### config.mk
export PLATFORM = sky130hd
export DESIGN_NAME = dsp_timing_ctrl
export DESIGN_NICKNAME = d
export VERILOG_FILES = /design/src/rtl/dsp_timing_ctrl.sv
export SDC_FILE = /design/constraint.sdc
export NUM_CORES = 1
export LEC_CHECK = 0
export BUFFER_PORTS_ARGS = -buffer_cell sky130_fd_sc_hd__buf_2
export CAP_MARGIN = 20
export CORE_AREA = 4 4 158 160
export CTS_BUF_LIST = sky130_fd_sc_hd__clkbuf_2 sky130_fd_sc_hd__clkbuf_4 sky130_fd_sc_hd__clkbuf_8
export CTS_CLUSTER_DIAMETER = 80
export DETAILED_ROUTE_END_ITERATION = 10
export DIE_AREA = 0 0 162 164
export HOLD_SLACK_MARGIN = 0.1
export PLACE_DENSITY = 0.63
export SYNTH_ARGS = -nofsm -noshare
export SYNTH_HDL_FRONTEND = slang
export SYNTH_SLANG_ARGS = --single-unit
### constraint.sdc
create_clock -name clk -period 9.3 [get_ports clk]
set_input_delay 2.325 -clock clk [delete_from_list [all_inputs] [get_ports clk]]
set_output_delay 2.325 -clock clk [all_outputs]
set_load 0.03 [all_outputs]
### src/rtl/dsp_timing_ctrl.sv
// dsp_timing_ctrl: radar frame sequencer feeding dsp_top with CPI begin/end,
// per-chirp PRI pulses and a sample-gate window. Timing config is captured
// only at CPI boundaries so a CPI always runs with one consistent setup.
module dsp_timing_ctrl #(
  parameter int PRI_W   = 16,
  parameter int CHIRP_W = 8
) (
  input  logic               clk,
  input  logic               rst,
  input  logic               i_start,
  input  logic               i_stop,
  input  logic               i_oneshot,
  input  logic [PRI_W-1:0]   i_pri_period,
  input  logic [PRI_W-1:0]   i_smp_start,
  input  logic [PRI_W-1:0]   i_smp_len,
  input  logic [CHIRP_W-1:0] i_chirp_num,
  input  logic [PRI_W-1:0]   i_cpi_gap,
  output logic               o_cpib,
  output logic               o_cpie,
  output logic               o_pri,
  output logic               o_smp_gate,
  output logic [CHIRP_W-1:0] o_chirp_idx,
  output logic               o_busy,
  output logic               o_cfg_err
);

  localparam logic [1:0] S_IDLE = 2'd0;
  localparam logic [1:0] S_RUN  = 2'd1;
  localparam logic [1:0] S_GAP  = 2'd2;

  // Legality of a timing set; the window end is formed one bit wider so
  // smp_start + smp_len cannot wrap and sneak past the period check.
  function automatic logic cfg_legal(
    input logic [PRI_W-1:0]   per,
    input logic [PRI_W-1:0]   ss,
    input logic [PRI_W-1:0]   len,
    input logic [CHIRP_W-1:0] num
  );
    logic [PRI_W:0] win_end;
    win_end = {1'b0, ss} + {1'b0, len};
    return (per >= PRI_W'(2)) && (len != '0) && (num != '0) &&
           (win_end <= {1'b0, per});
  endfunction

  logic [1:0]         state_q, state_d;
  logic [PRI_W-1:0]   pcnt_q, pcnt_d;
  logic [CHIRP_W-1:0] chirp_q, chirp_d;
  logic [PRI_W-1:0]   gap_cnt_q, gap_cnt_d;
  logic [PRI_W-1:0]   per_q, per_d;
  logic [PRI_W-1:0]   ss_q, ss_d;
  logic [PRI_W-1:0]   len_q, len_d;
  logic [CHIRP_W-1:0] num_q, num_d;
  logic [PRI_W-1:0]   gap_q, gap_d;
  logic               oneshot_q, oneshot_d;
  logic               stop_q, stop_d;
  logic               err_q, err_d;
  logic               cpib_q, cpib_d;
  logic               cpie_q, cpie_d;
  logic               pri_q, pri_d;
  logic               gate_q, gate_d;
  logic               busy_q, busy_d;
  logic [CHIRP_W-1:0] idx_q, idx_d;
  logic               launch;
  logic               run_d;
  logic [PRI_W:0]     win_end_d;

  // Next-state logic; outputs are decoded from the next state so every
  // output is a flop that lines up with the counters it describes.
  always_comb begin
    state_d   = state_q;
    pcnt_d    = pcnt_q;
    chirp_d   = chirp_q;
    gap_cnt_d = gap_cnt_q;
    per_d     = per_q;
    ss_d      = ss_q;
    len_d     = len_q;
    num_d     = num_q;
    gap_d     = gap_q;
    oneshot_d = oneshot_q;
    stop_d    = stop_q;
    err_d     = err_q;
    launch    = 1'b0;

    case (state_q)
      S_IDLE: begin
        stop_d = 1'b0;
        if (i_start) launch = 1'b1;
      end
      S_RUN: begin
        stop_d = stop_q | i_stop;
        if (pcnt_q == per_q - 1'b1) begin
          pcnt_d = '0;
          if (chirp_q == num_q - 1'b1) begin
            // Last cycle of the CPI: o_cpie is showing now.
            chirp_d = '0;
            if (oneshot_q || stop_d) begin
              state_d = S_IDLE;
              stop_d  = 1'b0;
            end else if (gap_q == '0) begin
              launch = 1'b1;
            end else begin
              state_d   = S_GAP;
              gap_cnt_d = '0;
            end
          end else begin
            chirp_d = chirp_q + 1'b1;
          end
        end else begin
          pcnt_d = pcnt_q + 1'b1;
        end
      end
      S_GAP: begin
        stop_d = stop_q | i_stop;
        if (gap_cnt_q == gap_q - 1'b1) begin
          if (stop_d) begin
            state_d = S_IDLE;
            stop_d  = 1'b0;
          end else begin
            launch = 1'b1;
          end
        end else begin
          gap_cnt_d = gap_cnt_q + 1'b1;
        end
      end
      default: begin
        state_d = S_IDLE;
        stop_d  = 1'b0;
      end
    endcase

    // A new CPI (first or continued) samples and checks the live config.
    if (launch) begin
      if (cfg_legal(i_pri_period, i_smp_start, i_smp_len, i_chirp_num)) begin
        per_d     = i_pri_period;
        ss_d      = i_smp_start;
        len_d     = i_smp_len;
        num_d     = i_chirp_num;
        gap_d     = i_cpi_gap;
        oneshot_d = i_oneshot;
        state_d   = S_RUN;
        pcnt_d    = '0;
        chirp_d   = '0;
        gap_cnt_d = '0;
        err_d     = 1'b0;
        // A stop arriving with the start still lets exactly one CPI run.
        if (state_q == S_IDLE) stop_d = i_stop;
      end else begin
        err_d   = 1'b1;
        state_d = S_IDLE;
        chirp_d = '0;
        pcnt_d  = '0;
        stop_d  = 1'b0;
      end
    end

    run_d     = (state_d == S_RUN);
    win_end_d = {1'b0, ss_d} + {1'b0, len_d};
    pri_d     = run_d && (pcnt_d == '0);
    cpib_d    = pri_d && (chirp_d == '0);
    cpie_d    = run_d && (pcnt_d == per_d - 1'b1) && (chirp_d == num_d - 1'b1);
    gate_d    = run_d && (pcnt_d >= ss_d) && ({1'b0, pcnt_d} < win_end_d);
    busy_d    = (state_d != S_IDLE);
    idx_d     = chirp_d;
  end

  // State, latched config and registered outputs; reset aborts any CPI.
  always_ff @(posedge clk or posedge rst) begin
    if (rst) begin
      state_q   <= S_IDLE;
      pcnt_q    <= '0;
      chirp_q   <= '0;
      gap_cnt_q <= '0;
      per_q     <= '0;
      ss_q      <= '0;
      len_q     <= '0;
      num_q     <= '0;
      gap_q     <= '0;
      oneshot_q <= 1'b0;
      stop_q    <= 1'b0;
      err_q     <= 1'b0;
      cpib_q    <= 1'b0;
      cpie_q    <= 1'b0;
      pri_q     <= 1'b0;
      gate_q    <= 1'b0;
      busy_q    <= 1'b0;
      idx_q     <= '0;
    end else begin
      state_q   <= state_d;
      pcnt_q    <= pcnt_d;
      chirp_q   <= chirp_d;
      gap_cnt_q <= gap_cnt_d;
      per_q     <= per_d;
      ss_q      <= ss_d;
      len_q     <= len_d;
      num_q     <= num_d;
      gap_q     <= gap_d;
      oneshot_q <= oneshot_d;
      stop_q    <= stop_d;
      err_q     <= err_d;
      cpib_q    <= cpib_d;
      cpie_q    <= cpie_d;
      pri_q     <= pri_d;
      gate_q    <= gate_d;
      busy_q    <= busy_d;
      idx_q     <= idx_d;
    end
  end

  assign o_cpib      = cpib_q;
  assign o_cpie      = cpie_q;
  assign o_pri       = pri_q;
  assign o_smp_gate  = gate_q;
  assign o_chirp_idx = idx_q;
  assign o_busy      = busy_q;
  assign o_cfg_err   = err_q;

endmodule

==> results by group, run 1 <==
Timing
  – Fin crit period: 9.06 ns
  – Final setup vio count: 0
  – Tightest Pin Transition: between 1 and 1.5 ns
  – RSZ-0062 raised after global routing: true
  – Final Slew Violations: 0
  – Setup Skew: between 0.01 and 0.015 ns
  – Final Hold Viols: 0
  – F_max: around 110 MHz
  – Max-Slew Margin vs Limit: between 20% and 30%
  – Period utilisation layout: between 90% and 100%

Detailed routing
  – DR DRC count: 0
  – Pre-antenna DRT Iters: 5
  – Via/cell ratio: between 5 and 6
  – Iteration-0 DRC count of the detailed router: 740
  – Antenna viol nets, final: 0
  – Vias: between 9000 and 10000
  – Final WL: 30800 µm
  – Wire length per cell: roughly 18 µm

CTS
  – TritonCTS Buffers: 17
  – CTS root buffer: clkbuf_8
  – CTS sink count: ~120
  – Clock transition at the registers of the reported paths: roughly 0.080 ns
  – Clock Path Buffers: 2
  – TritonCTS clock tree: built
  – Worst skew pair latency: 0.46 ns
  – H-tree lvl count: 4
  – Hold Buf Count CTS: 0

Finish
  – Final instance area: around 12000 µm²
  – Area grow syn2layout: 18.0%
  – # diodes: 0
  – Layout cells sized above 1: a little under a fifth
  – # fillers: roughly 2300
  – Non-Filler Instances: between 1500 and 2000
  – Core Util, Final: between 50% and 60%
  – Post-layout net count: 1559
  – Register Area: around 3100 µm²
  – Footprint of the multi-input gates: just over 7000 µm²

Pwr
  – P per Cell Area: just over 100 nW/µm²
  – Max VDD drop: ~0.08 mV
  – Lkg Pwr: between 6 and 7 nW

Global route
  – First-pass GRT wire length: 48900 µm
  – Initial antenna violation count: 0
  – Global-route usage over all layers: a little under a quarter
  – Number of global-route vias before repair: slightly above 9000
  – Pin count of the biggest net entering global routing: 71
  – GRT Residual Overflow: 0

Synthesis
  – Mean Syn Cell Area: about 8.3 µm²
  – Number of flops mapped to enable cells by yosys: 0
  – Cell variety after synth: 81
  – Seq cells post-synth: approximately 120
  – Syn nets: ~1400
  – Synth warn: 0
  – Post-synthesis cell area: around 10000 µm²
  – Seq/Total Area, Yosys: between 20% and 30%
  – Synth Flop Type: dfrtp_1
  – Asr flop ratio synth: 100%
  – Cells after synthesis: about 1300

Placed design
  – Placed Cells: between 1500 and 2000
  – RePlAce Congestion: ~0.92
  – Dpl hpwl: between 20000 and 25000 µm
  – Count of buffers from port buffering: 90
  – Placed Area: around 12000 µm²

Flow run
  – Total of max-cap violations: 0

Critical path
  – Reg2reg path depth: 31
  – CP arrival: 9.43 ns
  – CP dominant cell by count: a21oi_2
  – CP max stage cell: a2111o_1
  – CP Class: primary input to flop
  – FF-to-FF setup slack: 2.36 ns
  – Maximum fanout along the worst path: 6
  – Startpoint Class: primary input
  – Worst path max stage delay: ~0.42 ns
  – Critical Path Sink Type: flop
  – WP data required: roughly 9.7 ns

Run status
  – Status: completed

Floorplanning
  – Vert. Die Dim: approximately 160 µm
  – Core ar.: approximately 23000 µm²
  – Initial Util: about 45%
  – Ports: 91
  – Site row count: 56
  – Die Area: approximately 27000 µm²
  – Die width: ~160 µm

Min path
  – Hold Path Class: flop to flop
  – Hold-critical path depth: 2
[cell usage after synthesis (all sizes together) (19+ instances only)]
cell	number	area share [%]
a21o	19	1.4
a21oi	66	3.2
and3	21	1.3
clkbuf	34	1.2
dfrtp	122	29
ha	88	11
inv	85	3.0
mux2i	34	3.4
nand2	181	6.5
nand3	32	1.5
nand4	24	1.4
nor2	82	3.0
nor3	31	1.5
nor4	24	1.6
o21ai	71	3.4
xnor2	69	5.8
xor2	49	4.1
[stage by stage]
stage	worst slack [ns]	power (mW)	hold slack [ns]	TNS (ns)
4_1_cts	0.155	1.25	0.486	0
3_5_place_dp	-0.339	0.695	0.464	-0.339
2_1_floorplan	-0.601	0.624	0.444	-0.601
3_3_place_gp	-0.0918	0.692	0.457	-0.0918
6_report	0.244	1.25	0.481	0
5_1_grt	-0.183	1.29	0.508	-0.183
[final cells by class]
class,instances,share of cell area [%]
Timing Repair Buffer,162,8.35
Multi-Input combinational cell,1004,57.5
Clock inverter,12,1.51
Inverter,85,2.60
Tap cell,319,3.23
Sequential cell,122,24.7
Clock buffer,20,2.13
[registers in the layout, indices dropped and copies added, names as in the netlist, 2 cells and up]
name / flops
o_chirp_idx: 8
state_q: 2
pcnt_q: 16
gap_cnt_q: 16
per_q: 16
len_q: 16
ss_q: 16
num_q: 8
gap_q: 16
[logic make-up after synthesis]
logic type	Yosys count	synth area share, %
AO/OA/AOI/OAI	255	15.6
XOR/XNOR	125	11.4
adder cells (fa/ha/maj)	95	11.4
buffers and inverters	129	5.00
flip-flops	122	29.1
multiplexers	42	4.30
AND/OR/NAND/NOR	487	23.2
[worst paths after layout]
check | from | endpoint
worst max-delay path | i_smp_start[0] | o_smp_gate
worst min-delay path | len_q[12] | len_q[12]
worst max register to register | per_q[0] | o_smp_gate
worst min register to register | len_q[12] | len_q[12]
max in group asynchronous | rst | ss_q[14]
min in group asynchronous | rst | gap_q[2]
[routing by layer]
metal  vias up  global-route usage (%)  part of all wire [%]
li1       4736                       -                     -
met1      4620                    30.9                    46
met2       256                    39.1                    48
met3        51                    3.26                   4.2
met4         0                    6.50                   2.1
met5         -                       0                     0
[timing repair]
item                       4_1_cts  5_1_grt
resized for setup                0       36
setup buffers                    0        8
setup endpoints to repair        0        1
[critical path: cells and delay by family]
| kind | cells | cell delay [ns] |
|---|---|---|
| fa+ha+maj | 5 | 1.16 |
| compound gates | 27 | 4.59 |
| mux | 1 | 0.28 |
| simple gates | 5 | 0.36 |
| xor+xnor | 2 | 0.27 |
| buf+inv | 3 | 0.41 |
[cells in the final DEF (no fill, tap or decap), types with 19 or more instances in the layout]
cell     netlist  final
buf_2          2     88
ha_1          88     82
nor4_1        22     22
and3_1        21     21
a21oi_1       66     58
xnor2_1       69     69
nand2_1      180    173
nor3_1        30     30
dfrtp_1      122    122
mux2i_1       31     29
nand4_1       24     24
nand3_1       32     32
a21o_1        19     19
inv_1         85     82
buf_4          0     69
xor2_1        49     49
nor2_1        81     79
o21ai_0       68     63
[report_power, final]
group / total, mW / internal, mW / switching (mW)
logic: 0.161 / 0.0719 / 0.0893
clock network: 0.554 / 0.308 / 0.246
registers: 0.530 / 0.530 / 0
Power figures use the tool's default switching activity.
==> run 2, diff against run 1 <==
--- a/config.mk
+++ b/config.mk
@@ -6,14 +6,13 @@
 export NUM_CORES = 1
 export LEC_CHECK = 0
 export BUFFER_PORTS_ARGS = -buffer_cell sky130_fd_sc_hd__buf_2
-export CAP_MARGIN = 20
+export CAP_MARGIN = 30
 export CORE_AREA = 4 4 158 160
 export CTS_BUF_LIST = sky130_fd_sc_hd__clkbuf_2 sky130_fd_sc_hd__clkbuf_4 sky130_fd_sc_hd__clkbuf_8
 export CTS_CLUSTER_DIAMETER = 80
 export DETAILED_ROUTE_END_ITERATION = 10
 export DIE_AREA = 0 0 162 164
 export HOLD_SLACK_MARGIN = 0.1
-export PLACE_DENSITY = 0.63
 export SYNTH_ARGS = -nofsm -noshare
 export SYNTH_HDL_FRONTEND = slang
 export SYNTH_SLANG_ARGS = --single-unit
==> results by group, run 2 (same netlist as run 1, synthesis figures left out) <==
Critical path
  – Critical Path Sink Type: flop
  – Worst Path Buf+Inv: 3 (unchanged)
  – Reg2reg path depth: 30 (-3.2%)
  – Worst path max stage delay: 0.40 ns (-0.02 ns)
  – CP arrival: 9.55 ns (+0.12 ns)
  – CP top delay family: compound AO/OA/AOI/OAI gates
  – CP max stage cell: fa_2
  – Terminus of the critical flop-to-flop path: o_smp_gate
  – Startpoint Class: primary input
  – WP data required: 9.67 ns (about the same)
  – Maximum fanout along the worst path: 8 (+2)
  – CP Class: primary input to flop
  – FF-to-FF setup slack: 2.28 ns (-0.08 ns)
  – R2R Path Start: per_q[0]

Finish
  – # diodes: 0 (unchanged)
  – Commonest cells after routing, fill and taps aside: 179 x nand2_1, 122 x dfrtp_1, 91 x buf_2
  – Core Util, Final: 52.1% (-0.70 points)
  – Area grow syn2layout: 16.4%
  – Final instance area: 12200 µm² (-1.3%)
  – Commonest non-fill, non-tap cell in the layout: nand2_1
  – Post-layout net count: 1548 (-0.71%)
  – # fillers: 2294 (+0.92%)
  – Layout cells sized above 1: 16.6% (-1.9 points)
  – Register Area: 3050 µm² (unchanged)
  – Footprint of the multi-input gates: 7030 µm² (-1.1%)

Run status
  – Status: completed

CTS
  – Clock transition at the registers of the reported paths: 0.08 ns (about the same)
  – Worst skew pair latency: 0.47 ns (about the same)
  – TritonCTS Buffers: 17 (unchanged)
  – TritonCTS clock tree: built
  – H-tree lvl count: 4 (unchanged)
  – CTS root buffer: clkbuf_8
  – CTS sink count: 122 (unchanged)
  – Clock Path Buffers: 2 (unchanged)

Timing
  – Final Hold Viols: 0 (unchanged)
  – Final WS setup: 0.123 ns (-0.122 ns)
  – Fin crit period: 9.18 ns (+0.122 ns)
  – Final Slew Violations: 0 (unchanged)
  – Final setup vio count: 0 (unchanged)
  – Setup Skew: 0.0238 ns (+0.00980 ns)
  – Min Hold Slack: 0.470 ns (-0.0112 ns)
  – Max-Slew Margin vs Limit: 39.7% (+19 points)
  – Tightest Pin Transition: 0.905 ns (-0.269 ns)
  – F_max: 109 MHz (-1.3%)
  – Period utilisation layout: 98.7% (+1.3 points)
  – RSZ-0062 raised after global routing: true

Flow run
  – Total of max-cap violations: 0 (unchanged)

Floorplanning
  – Vert. Die Dim: 164 µm (unchanged)
  – Site row count: 56 (unchanged)
  – Die width: 162 µm (unchanged)
  – Die Area: 26600 µm² (unchanged)
  – Initial Util: 44.8% (unchanged)
  – Core ar.: 23400 µm² (unchanged)
  – Ports: 91 (unchanged)

Placed design
  – RePlAce Congestion: 0.876 (-4.4%)
  – Count of buffers from port buffering: 90 (unchanged)
  – Dpl hpwl: 23800 µm (-0.29%)
  – Setup WS pre-CTS: -0.303 ns (+0.0360 ns)
  – Placed Area: 11700 µm² (-0.32%)

Detailed routing
  – Vias: 9514 (-1.5%)
  – Final WL: 30600 µm (-0.54%)
  – Via/cell ratio: 5.55 (-0.91%)
  – Iteration-0 DRC count of the detailed router: 612 (-17%)
  – Antenna viol nets, final: 0 (unchanged)
  – Wire length per cell: 17.9 µm (about the same)
  – Pre-antenna DRT Iters: 5 (unchanged)
  – DR DRC count: 0 (unchanged)

Pwr
  – P per Cell Area: 105 nW/µm² (+4.4%)
  – Lkg Pwr: 6.15 nW (-0.74%)
  – Max VDD drop: 0.0618 mV (-24%)
  – Tot Pwr: 1.28 mW (+3.1%)

Global route
  – First-pass GRT wire length: 48800 µm (-0.18%)
  – Initial antenna violation count: 0 (unchanged)
  – Global-route usage over all layers: 23.1% (+0.032 points)
  – GRT Residual Overflow: 0 (unchanged)
  – Pin count of the biggest net entering global routing: 66 (-7.0%)
  – Number of global-route vias before repair: 9318 (-0.11%)

Min path
  – Worst hold path startpoint: len_q[0]
  – Hold Path Class: flop to flop
  – Min-Delay Endpoint: len_q[0]
  – Hold-critical path depth: 2 (unchanged)
[run 2: worst max-delay path by stage]
| stage | startpoint | end | depth (start not counted) | slack (ns) |
|---|---|---|---|---|
| finish | i_smp_start[2] | o_smp_gate | 39 | 0.12 |
| global route | i_smp_start[2] | o_smp_gate | 39 | -0.23 |
| CTS | i_smp_start[1] | o_smp_gate | 42 | 0.19 |
| detailed placement | i_smp_start[1] | o_smp_gate | 42 | -0.30 |
| global placement | i_smp_start[1] | o_smp_gate | 42 | -0.14 |
| floorplan | i_smp_start[1] | o_smp_gate | 47 | -0.60 |
[run 2: per-layer routing]
metal / vias up / wire length (µm) / global-route usage (%)
met5: - / 0 / 0
li1: 4715 / - / -
met1: 4558 / 13700 / 29.9
met2: 203 / 15100 / 40.7
met4: 0 / 587 / 6.65
met3: 38 / 1250 / 2.89
[run 2: stage by stage]
stage	instances	setup TNS (ns)
5_1_grt	1713	-0.233
4_1_cts	1713	0
3_5_place_dp	1681	-0.303
2_1_floorplan	1255	-0.601
3_3_place_gp	1680	-0.139
6_report	1713	0
[run 2: cell type report]
cell class | instances | share of cell area [%]
Clock inverter | 12 | 1.71
Tap cell | 319 | 3.27
Multi-Input combinational cell | 1004 | 57.6
Inverter | 85 | 2.64
Clock buffer | 20 | 2.20
Timing Repair Buffer | 151 | 7.53
Sequential cell | 122 | 25.0
[run 2: worst register-to-register path: cells and delay by family (launching register included)]
family	cells	cell delay (ns)
xor gates and xnor gates	2	0.42
muxes	1	0.28
and+or+nand+nor	6	1.24
AOI/OAI and AO/OA	15	3.05
buffers and inverters	1	0.09
adders and majority gates	5	1.41
DFF	1	0.46
[run 2: timing repair]
action                                  4_1_cts  5_1_grt
hold buffers                                  0        0
endpoints found under the setup margin        0        1
setup buffers                                 0        0
gates resized for setup                       0        8
[run 2: where the power goes]
group | internal (mW) | leakage, nW | switching [mW]
sequential | 0.530 | 1.55 | 0
clock | 0.340 | 0.234 | 0.254
combinational | 0.0692 | 4.36 | 0.0906
total | 0.939 | 6.15 | 0.345
==> run 3, diff against run 2 <==
--- a/config.mk
+++ b/config.mk
@@ -13,6 +13,8 @@
 export DETAILED_ROUTE_END_ITERATION = 10
 export DIE_AREA = 0 0 162 164
 export HOLD_SLACK_MARGIN = 0.1
+export MAX_ROUTING_LAYER = met4
+export PLACE_DENSITY = 0.64
 export SYNTH_ARGS = -nofsm -noshare
 export SYNTH_HDL_FRONTEND = slang
 export SYNTH_SLANG_ARGS = --single-unit
==> results by group, run 3 (same netlist as run 1, synthesis figures left out) <==
Detailed routing
  – Pre-antenna DRT Iters: 5 (unchanged)
  – Vias: 9662 (+1.6%)
  – Via/cell ratio: 5.62 (+1.1%)
  – Final WL: 30400 µm (-0.76%)
  – Wire length per cell: 17.7 µm (-1.2%)
  – Antenna viol nets, final: 0 (unchanged)
  – Iteration-0 DRC count of the detailed router: 682 (+11%)
  – DR DRC count: 0 (unchanged)

CTS
  – CTS sink count: 122 (unchanged)
  – TritonCTS clock tree: built
  – Clock Path Buffers: 2 (unchanged)
  – Clock transition at the registers of the reported paths: 0.08 ns (about the same)
  – Hold Buf Count CTS: 0 (unchanged)
  – H-tree lvl count: 4 (unchanged)
  – TritonCTS Buffers: 17 (unchanged)
  – CTS root buffer: clkbuf_8
  – Worst skew pair latency: 0.46 ns (about the same)

Timing
  – Max-Slew Margin vs Limit: 27.9% (-12 points)
  – Final setup vio count: 0 (unchanged)
  – RSZ-0062 raised after global routing: true
  – Setup Skew: 0.0142 ns (-0.00953 ns)
  – Setup total negative slack: 0 ns (unchanged)
  – Final Slew Violations: 0 (unchanged)
  – Fin crit period: 9.18 ns (+0.00613 ns)
  – Tightest Pin Transition: 1.07 ns (+0.166 ns)
  – Final Hold Viols: 0 (unchanged)
  – F_max: 109 MHz (about the same)
  – Period utilisation layout: 98.7% (about the same)

Critical path
  – CP max stage cell: a2111o_1
  – CP arrival: 9.55 ns (about the same)
  – Terminus of the critical flop-to-flop path: o_smp_gate
  – R2R Path Start: per_q[8]
  – Reg2reg path depth: 28 (-6.7%)
  – FF-to-FF setup slack: 2.17 ns (-0.11 ns)
  – Critical Path Source: i_smp_start[1]
  – Worst path max stage delay: 0.43 ns (+0.03 ns)
  – Critical Path Sink Type: flop
  – Maximum fanout along the worst path: 7 (-1)
  – CP Class: primary input to flop
  – Startpoint Class: primary input
  – WP data required: 9.67 ns (about the same)
  – CP dominant cell by count: a21oi_2

Pwr
  – Tot Pwr: 1.21 mW (-5.8%)
  – Max VDD drop: 0.0646 mV (+4.4%)
  – Lkg Pwr: 6.15 nW (about the same)
  – P per Cell Area: 98.9 nW/µm² (-6.0%)

Floorplanning
  – Die Area: 26600 µm² (unchanged)
  – Vert. Die Dim: 164 µm (unchanged)
  – Initial Util: 44.8% (unchanged)
  – Core ar.: 23400 µm² (unchanged)
  – Die width: 162 µm (unchanged)
  – Ports: 91 (unchanged)
  – Site row count: 56 (unchanged)

Finish
  – # diodes: 0 (unchanged)
  – # fillers: 2257 (-1.6%)
  – Commonest cells after routing, fill and taps aside: 179 x nand2_1, 122 x dfrtp_1, 91 x buf_2
  – Area grow syn2layout: 16.7%
  – Post-layout net count: 1555 (+0.45%)
  – Commonest non-fill, non-tap cell in the layout: nand2_1
  – Layout cells sized above 1: 17.3% (+0.70 points)

Min path
  – Worst hold path startpoint: len_q[14]
  – Min-Delay Endpoint: len_q[14]
  – Hold-critical path depth: 2 (unchanged)
  – Hold Path Class: flop to flop

Run status
  – Status: completed

Global route
  – Pin count of the biggest net entering global routing: 71 (+7.6%)
  – First-pass GRT wire length: 48500 µm (-0.48%)
  – Initial antenna violation count: 0 (unchanged)
  – GRT Residual Overflow: 0 (unchanged)
  – Global-route usage over all layers: 23.5% (+0.43 points)
  – Number of global-route vias before repair: 9328 (+0.11%)

Placed design
  – Dpl hpwl: 23800 µm (+0.16%)
  – Count of buffers from port buffering: 90 (unchanged)
  – RePlAce Congestion: 0.935 (+6.7%)

Flow run
  – Total of max-cap violations: 0 (unchanged)
run 3: through the flow:
step | cell area, µm² | setup slack, ns | util [%] | cells | hold WS, ns
after floorplan | 10600 | -0.601 | - | 1255 | 0.444
after global placement | 11700 | -0.170 | 49.9 | 1683 | 0.458
after detailed placement | 11700 | -0.388 | 50.0 | 1685 | 0.466
after CTS | 12100 | 0.0236 | 51.8 | 1717 | 0.486
after global routing | 12200 | -0.323 | 52.2 | 1720 | 0.512
final | 12200 | 0.117 | 52.2 | 1720 | 0.479
run 3: cell type report:
| class | count | area (µm²) | area share [%] |
|---|---|---|---|
| Clock buffer | 19 | 255 | 2.09 |
| Clock inverter | 13 | 165 | 1.35 |
| Inverter | 85 | 322 | 2.63 |
| Multi-Input combinational cell | 1004 | 7040 | 57.6 |
| Sequential cell | 122 | 3050 | 25.0 |
| Tap cell | 319 | 399 | 3.27 |
| Timing Repair Buffer | 158 | 991 | 8.11 |
run 3: power by group:
part	total (mW)	internal (mW)	leakage, nW	switching [mW]
sequential	0.530	0.530	1.55	0
combinational	0.161	0.0710	4.40	0.0899
clock	0.518	0.277	0.203	0.241
run 3: metal layers:
layer	GRT usage, %	wire [µm]	vias to the layer above	part of all wire [%]
met2	38.8	14600	253	48
li1	-	-	4716	-
met1	30.9	13800	4652	45
met4	5.57	506	0	1.7
met5	-	0	-	0
met3	3.34	1530	41	5.0
run 3: worst max-delay path: cells and delay by family:
family,cells,cell delay [ns]
buffers and inverters,2,0.27
muxes,1,0.28
xor gates and xnor gates,1,0.09
and+or+nand+nor,6,0.47
adders and majority gates,5,1.44
AOI/OAI and AO/OA,27,4.69
run 3: what timing repair did:
item,4_1_cts,5_1_grt
endpoints found under the setup margin,0,1
setup buffers,0,2
gates resized for setup,0,11
run 3: worst max path at each step:
stage,end,slack [ns]
global placement,o_smp_gate,-0.17
CTS,o_smp_gate,0.02
finish,o_smp_gate,0.12
floorplan,o_smp_gate,-0.60
detailed placement,o_smp_gate,-0.39
global route,o_smp_gate,-0.32
